### src/rtl/dnn_argmax_scan.sv
// dnn_argmax_scan
//   Classification stage behind the sigmoid inference engine. A rising edge on
//   eng_done starts a scan. The scan walks out_idx from 0 to NUM_CLASSES-1 and
//   samples the signed score that the engine returns for each index. It then
//   holds the winning class, its score and the margin over the runner-up until
//   the next inference or a clear.
//
//   Ports
//     clk          system clock, rising edge
//     rst          asynchronous reset, active low
//     clear        synchronous clear; aborts a scan and drops result_valid
//     eng_done     engine done level; a rising edge starts a scan
//     out_idx      score select driven to the engine output mux
//     score_in     signed score for out_idx, valid in the same cycle
//     busy         high while scanning
//     result_valid high while class_id / max_score / margin are valid
//     class_id     index of the winning class (lowest index wins ties)
//     max_score    signed winning score
//     margin       unsigned best minus second-best, DATA_WIDTH+1 bits
module dnn_argmax_scan #(
  parameter int DATA_WIDTH  = 2,
  parameter int NUM_CLASSES = 10,
  parameter int IDX_WIDTH   = 4
) (
  input  logic                         clk,
  input  logic                         rst,
  input  logic                         clear,
  input  logic                         eng_done,
  output logic [IDX_WIDTH-1:0]         out_idx,
  input  logic signed [DATA_WIDTH-1:0] score_in,
  output logic                         busy,
  output logic                         result_valid,
  output logic [IDX_WIDTH-1:0]         class_id,
  output logic signed [DATA_WIDTH-1:0] max_score,
  output logic [DATA_WIDTH:0]          margin
);

  typedef enum logic [1:0] {IDLE, SCAN, HOLD} state_t;

  localparam logic signed [DATA_WIDTH-1:0] SCORE_MIN = {1'b1, {(DATA_WIDTH-1){1'b0}}};
  localparam logic [IDX_WIDTH-1:0]         LAST_IDX  = IDX_WIDTH'(NUM_CLASSES - 1);

  state_t                       state, state_nxt;
  logic                         done_q;
  logic                         start_pulse;
  logic [IDX_WIDTH-1:0]         idx;
  logic signed [DATA_WIDTH-1:0] best, best_nxt;
  logic signed [DATA_WIDTH-1:0] second, second_nxt;
  logic [IDX_WIDTH-1:0]         best_idx, best_idx_nxt;
  logic                         scan_done;

  // best >= second always holds, so the sign-extended difference is never
  // negative and fits in DATA_WIDTH+1 unsigned bits.
  function automatic logic [DATA_WIDTH:0] calc_margin(
    input logic signed [DATA_WIDTH-1:0] hi,
    input logic signed [DATA_WIDTH-1:0] lo
  );
    logic signed [DATA_WIDTH:0] diff;
    diff = {hi[DATA_WIDTH-1], hi} - {lo[DATA_WIDTH-1], lo};
    return $unsigned(diff);
  endfunction

  assign start_pulse = eng_done & ~done_q;

  // Running best / second-best including the score sampled this cycle.
  always_comb begin
    best_nxt     = best;
    second_nxt   = second;
    best_idx_nxt = best_idx;
    if (idx == '0) begin
      best_nxt     = score_in;
      second_nxt   = SCORE_MIN;
      best_idx_nxt = '0;
    end else if (score_in > best) begin
      second_nxt   = best;
      best_nxt     = score_in;
      best_idx_nxt = idx;
    end else if (score_in > second) begin
      // Also taken on a tie with best: the lower index is kept and margin is 0.
      second_nxt   = score_in;
    end
  end

  // An eng_done fall during SCAN means the engine restarted: abort the scan.
  always_comb begin
    state_nxt = state;
    case (state)
      IDLE: begin
        if (!clear && start_pulse) state_nxt = SCAN;
      end
      SCAN: begin
        if (clear || !eng_done)   state_nxt = IDLE;
        else if (idx == LAST_IDX) state_nxt = HOLD;
      end
      HOLD: begin
        if (clear)            state_nxt = IDLE;
        else if (start_pulse) state_nxt = SCAN;
      end
      default: state_nxt = IDLE;
    endcase
  end

  assign scan_done = (state == SCAN) && (state_nxt == HOLD);

  // Control and result registers
  always_ff @(posedge clk or negedge rst) begin
    if (!rst) begin
      state     <= IDLE;
      done_q    <= 1'b0;
      idx       <= '0;
      class_id  <= '0;
      max_score <= '0;
      margin    <= '0;
    end else begin
      state  <= state_nxt;
      done_q <= eng_done;
      idx    <= (state == SCAN && state_nxt == SCAN) ? idx + 1'b1 : '0;
      if (scan_done) begin
        class_id  <= best_idx_nxt;
        max_score <= best_nxt;
        margin    <= calc_margin(best_nxt, second_nxt);
      end
    end
  end

  // Scan accumulators; these are reseeded at idx 0 and so need no reset.
  always_ff @(posedge clk) begin
    if (state == SCAN) begin
      best     <= best_nxt;
      second   <= second_nxt;
      best_idx <= best_idx_nxt;
    end
  end

  assign out_idx      = (state == SCAN) ? idx : '0;
  assign busy         = (state == SCAN);
  assign result_valid = (state == HOLD);

endmodule

### config.mk
export PLATFORM = sky130hd
export DESIGN_NAME = dnn_argmax_scan
export DESIGN_NICKNAME = d
export VERILOG_FILES = /design/src/rtl/dnn_argmax_scan.sv
export SDC_FILE = /design/constraint.sdc
export NUM_CORES = 1
export LEC_CHECK = 0
export ABC_AREA = 1
export BUFFER_PORTS_ARGS = -buffer_cell sky130_fd_sc_hd__buf_2
export CAP_MARGIN = 20
export CORE_MARGIN = 10
export CORE_UTILIZATION = 45
export DETAILED_ROUTE_END_ITERATION = 10
export HOLD_SLACK_MARGIN = 0.06
export PLACE_DENSITY_LB_ADDON = 0.05
export SYNTH_ARGS = -nofsm -noshare
export SYNTH_HDL_FRONTEND = slang
export SYNTH_SLANG_ARGS = --single-unit
### constraint.sdc
create_clock -name clk -period 2.1 [get_ports clk]
set_input_delay 0.42 -clock clk [delete_from_list [all_inputs] [get_ports clk]]
set_output_delay 0.42 -clock clk [all_outputs]
set_load 0.01 [all_outputs]
Word level (Yosys, flattened, before mapping). Index checks and enable logic that the tools add are counted. W data, S select, Z words.

Register bits after elaboration: 24. Input port bits: 6. Word-level logic and storage cells: 43.

Add/subtract/negate cells: 2. $lt $le $gt $ge: 2. Equal/unequal tests: 5. Muxes and demuxes: 15. Bitwise logic cells: 2. Reduce and logical (&&, ||, !) cells: 8.

Operators by type and width (number): $mux W2 (10); $mux W4 (4); $pmux W2 S3 (1); $add A4 B1 Y4 const B (1); $eq A2 B1 Y1 const B (2); $eq A2 B2 Y1 const B (2); $eq A4 B4 Y1 const B (1); $gt A2 B2 Y1 (2); $logic_not A4 Y1 (1); $logic_and A1 B1 Y1 (3); $sub A2 B2 Y3 (1); $logic_not A1 Y1 (2); $logic_not A2 Y1 (1); $and A1 B1 Y1 (1); $logic_or A1 B1 Y1 (1); $not A1 Y1 (1).

Logic depth before layout (Yosys ltp).
Word-level depth: 8. Gate-level depth with buffers: 14. Gate-level depth less buffers: 14.

Least setup slack after synthesis. OpenSTA, ideal clock, no wires.

Path kind: input to register. Start point: input score_in[0]. End point: register margin[1]. Arrival time: 2239 ps. Data required time: 1983 ps. Path slack: -256 ps. Stages on the path: 13. Buffers on the path: 0. Cells stage by stage: inv_1 ha_1 inv_1 fa_1 nand2_2 nand2_4 nand2_1 nand2_1 ha_1 inv_1 fa_1 nand2_1 nand2_1.

Cells in the longest elaborated chain, start to end: 5. Elaborated cells on any way between the ends: 8. Those cells by class: 1 x add/sub; 2 x order compare; 5 x mux.

Ends and longest elaborated chain: start, declared (RTL line 30) `input logic signed [DATA_WIDTH-1:0] score_in,`; $gt A2 B2 Y1 (RTL line 78) `end else if (score_in > second) begin`; $mux W2 (RTL line 78); $mux W2 (RTL line 74) `end else if (score_in > best) begin`; $mux W2 (RTL line 70) `if (idx == '0) begin`; $sub A2 B2 Y3 * (RTL line 59) `diff = {hi[DATA_WIDTH-1], hi} - {lo[DATA_WIDTH-1], lo};`; end signal, assigned (RTL line 121) `margin <= calc_margin(best_nxt, second_nxt);`; end, declared (RTL line 35) `output logic [DATA_WIDTH:0] margin`.

Every way passes the cells marked *; elsewhere a longest branch is shown, timed or not. A chain may end at the register's enable or synchronous reset.

Worst setup path after layout.
Start point: register best[0]. End point: register margin[1].

Cells in the longest elaborated chain, start to end: 4. Elaborated cells on any way between the ends: 6. Those cells by class: 1 x add/sub; 1 x order compare; 4 x mux.

Ends and longest elaborated chain: start, declared (RTL line 47) `logic signed [DATA_WIDTH-1:0] best, best_nxt;`; start signal, assigned (RTL line 129) `best <= best_nxt;`; $gt A2 B2 Y1 (RTL line 74); $mux W2 * (RTL line 74); $mux W2 * (RTL line 70); named net second_nxt[0] (RTL line 48) `logic signed [DATA_WIDTH-1:0] second, second_nxt;`; $sub A2 B2 Y3 * (RTL line 59).

The timed path passes the listed nets; every way through them passes the cells marked *.

==> impl_metrics.toml <==
[route]
avgViaCountPerCell = 4.75
wire_per_inst_um = 12.4
first_iter_violations = 38
routed-via-count = 1069
wirelength_um = 2800
dr.pass1.iters = 4
remaining_drc_errors = 0
ant_nets = 0

[pwr]
peakVddDrop_mv = 0.340
p_per_area_mw_per_mm2 = 494
leakage_nw = 0.935
power_mw = 0.862

[synthesis]
syn_inst = 148
avgSynthCellArea_sq_um = 9.18
ys_seq_area_frac = 0.471
synth_nets = 165
yosys.cell_count.top_type = "nand2_1"
synth-edff-count = 8
yosysUniqueCellTypes = 25
yosys-top-cells-count = "nand2_1, inv_1, dfrtp_1"
synth_top_cell_by_area = "dfrtp_1"
syn_area_sq_mm = 0.00136
synthFlopType = "dfrtp_1"
yosys.area.top_type_share = 0.295
async_reset_ff_frac = 0.667
synthTopCellsByArea = "dfrtp_1, edfxtp_1, nand2_1"
ys_seq_elements = 24
yosysWarnings = 0

[placement]
gp_congestion = 0.819
preCtsSetupSlack_ns = -0.368
dp_hpwl_um = 2290
place_area_sq_mm = 0.00167
io_buffer_count = 20
dp.cells = 217

[clock_tree]
clkTransAtPathRegs_ns = 0.14
worstSkewPairLatency_ns = 0.32
cts.htree.levels = 1
root_buffer = "clkbuf_4"
cts_tree = "yes"
cts_sinks = 24
cts_buffers = 3
ctsLongestPathBuffers = 2

[floorplanning]
rows = 19
dieHeight_um = 75.0
die-width_um = 75.0
die-area_sq_mm = 0.00562
io_pins = 21
core_area_sq_mm = 0.00283
start_util = 0.480

[global_route]
grt_start_max_net_pins = 17
first_global_vias = 1073
grt_antenna_before_repair = 0
grt-ovfl-total = 0
grt_pass1_wl_um = 4750
grt_usage = 0.108

[critical_path]
path_max_fanout = 7
end_kind = "register"
cp_data_required_time_ns = 2.31
crit_type = "register to register"
startpoint_type = "register"
cp.arrival_ns = 2.36

[timing]
setup_tns_ns = -0.0506
slew_violations = 0
worst_slack_ns = -0.0506
relSlewSlack = 0.737
tightest_slew_ns = 0.394
hold_ws_ns = 0.219
min_period_ns = 2.15
setup_viol = 1
skew_ns = 0.0141
fmax_ghz = 0.465
fin_crit_sh = 1.02
hold_viol_final = 0
rsz0062_at_grt = "yes"

[final_layout]
diodes = 0
finalNonFillerCells = 225
finish.instance_area_sq_mm = 0.00175
area_growth_syn_to_layout_pct = 28.5
postLayoutCoreUtil = 0.617
fill_cells = 262
drive_above_1_share = 0.381
fin_nets = 212

[min_path]
hold_path_class = "primary input to register"

[flow_run]
drv_cap = 0

[run_status]
violations = "negative setup slack"
status = "finished with violations"
[state kept, by name, indices dropped and copies added, names as in the netlist]
| register | count |
|---|---|
| state | 2 |
| idx | 4 |
| best | 2 |
| best_idx | 4 |
| margin | 3 |
| second | 2 |
| max_score | 2 |
| done_q | 1 |
| class_id | 4 |
[critical path, stage by stage, from the launching register on]
cell and delay [ns]:
edfxtp_1 0.42, ha_4 0.14, inv_2 0.03, fa_2 0.36, nand2_4 0.12, nand2_4 0.07
inv_2 0.04, nand2_1 0.04, nand2_1 0.08, ha_2 0.18, inv_2 0.03, fa_1 0.42
nand2_1 0.07, nand2_1 0.05
[routing by layer]
layer,wire length [um],vias to the layer above,track usage,part of all wire
met3,124,4,0.0237,0.044
met1,1350,494,0.141,0.48
li1,-,554,-,-
met4,33,0,0.0441,0.012
met5,0,-,0,0
met2,1290,17,0.170,0.46
[kinds of logic after synthesis]
| group | count (synthesis) | share of synthesized area |
|---|---|---|
| buffers and inverters | 26 | 0.0773 |
| and+or+nand+nor | 73 | 0.263 |
| adders and majority gates | 11 | 0.118 |
| xor gates and xnor gates | 2 | 0.0129 |
| DFF | 24 | 0.471 |
| AOI/OAI and AO/OA | 12 | 0.0571 |
[repair_timing]
item	4_1_cts	5_1_grt
endpoints found under the hold margin	16	0
endpoints found under the setup margin	2	2
setup buffers	1	2
hold buffers	1	0
pin swaps	3	1
gates resized for setup	0	3
[power by group]
group	leakage, nW	switching [mW]	total (mW)	internal [mW]
sequential	0.295	0.00519	0.498	0.492
combinational	0.619	0.0666	0.122	0.0552
clock	0.0210	0.137	0.243	0.106
[layout by cell type (no fill, tap or decap), types with 2 or more instances in the layout]
| cell | netlist | layout |
|---|---|---|
| buf_4 | 0 | 22 |
| ha_1 | 8 | 6 |
| o21ai_2 | 2 | 2 |
| inv_1 | 21 | 17 |
| fa_2 | 0 | 2 |
| nand2_2 | 5 | 7 |
| nand2_1 | 39 | 36 |
| nor2_1 | 10 | 10 |
| o21ai_0 | 3 | 2 |
| clkbuf_4 | 0 | 3 |
| nand2_4 | 1 | 2 |
| buf_2 | 0 | 20 |
| inv_2 | 4 | 7 |
| nand3_4 | 2 | 2 |
| o31ai_1 | 2 | 2 |
| nor2_4 | 2 | 2 |
| edfxtp_1 | 8 | 8 |
| dfrtp_1 | 16 | 16 |
| nand3_1 | 11 | 11 |
| a21oi_1 | 3 | 3 |
[cell type report]
| class | instances | area, sq um | share of cell area |
|---|---|---|---|
| clock buffers | 4 | 36.3 | 0.0208 |
| inverters | 25 | 110 | 0.0630 |
| multi-input cells | 98 | 646 | 0.370 |
| flip-flops and latches | 24 | 641 | 0.367 |
| well taps | 31 | 38.8 | 0.0222 |
| repair buffers | 43 | 275 | 0.158 |
[path summary, 6_finish.rpt]
kind	startpoint	end	slack (ns)	cells past startpoint
setup reg to reg	best[0]	margin[1]	-0.05	13
min in group asynchronous	rst	idx[2]	0.51	2
hold / removal	eng_done	done_q	0.22	1
max in group asynchronous	rst	margin[1]	1.31	2
hold reg to reg	done_q	state[0]	0.49	1
setup / recovery	best[0]	margin[1]	-0.05	13
No activity file was read; power rests on OpenSTA's default activity.
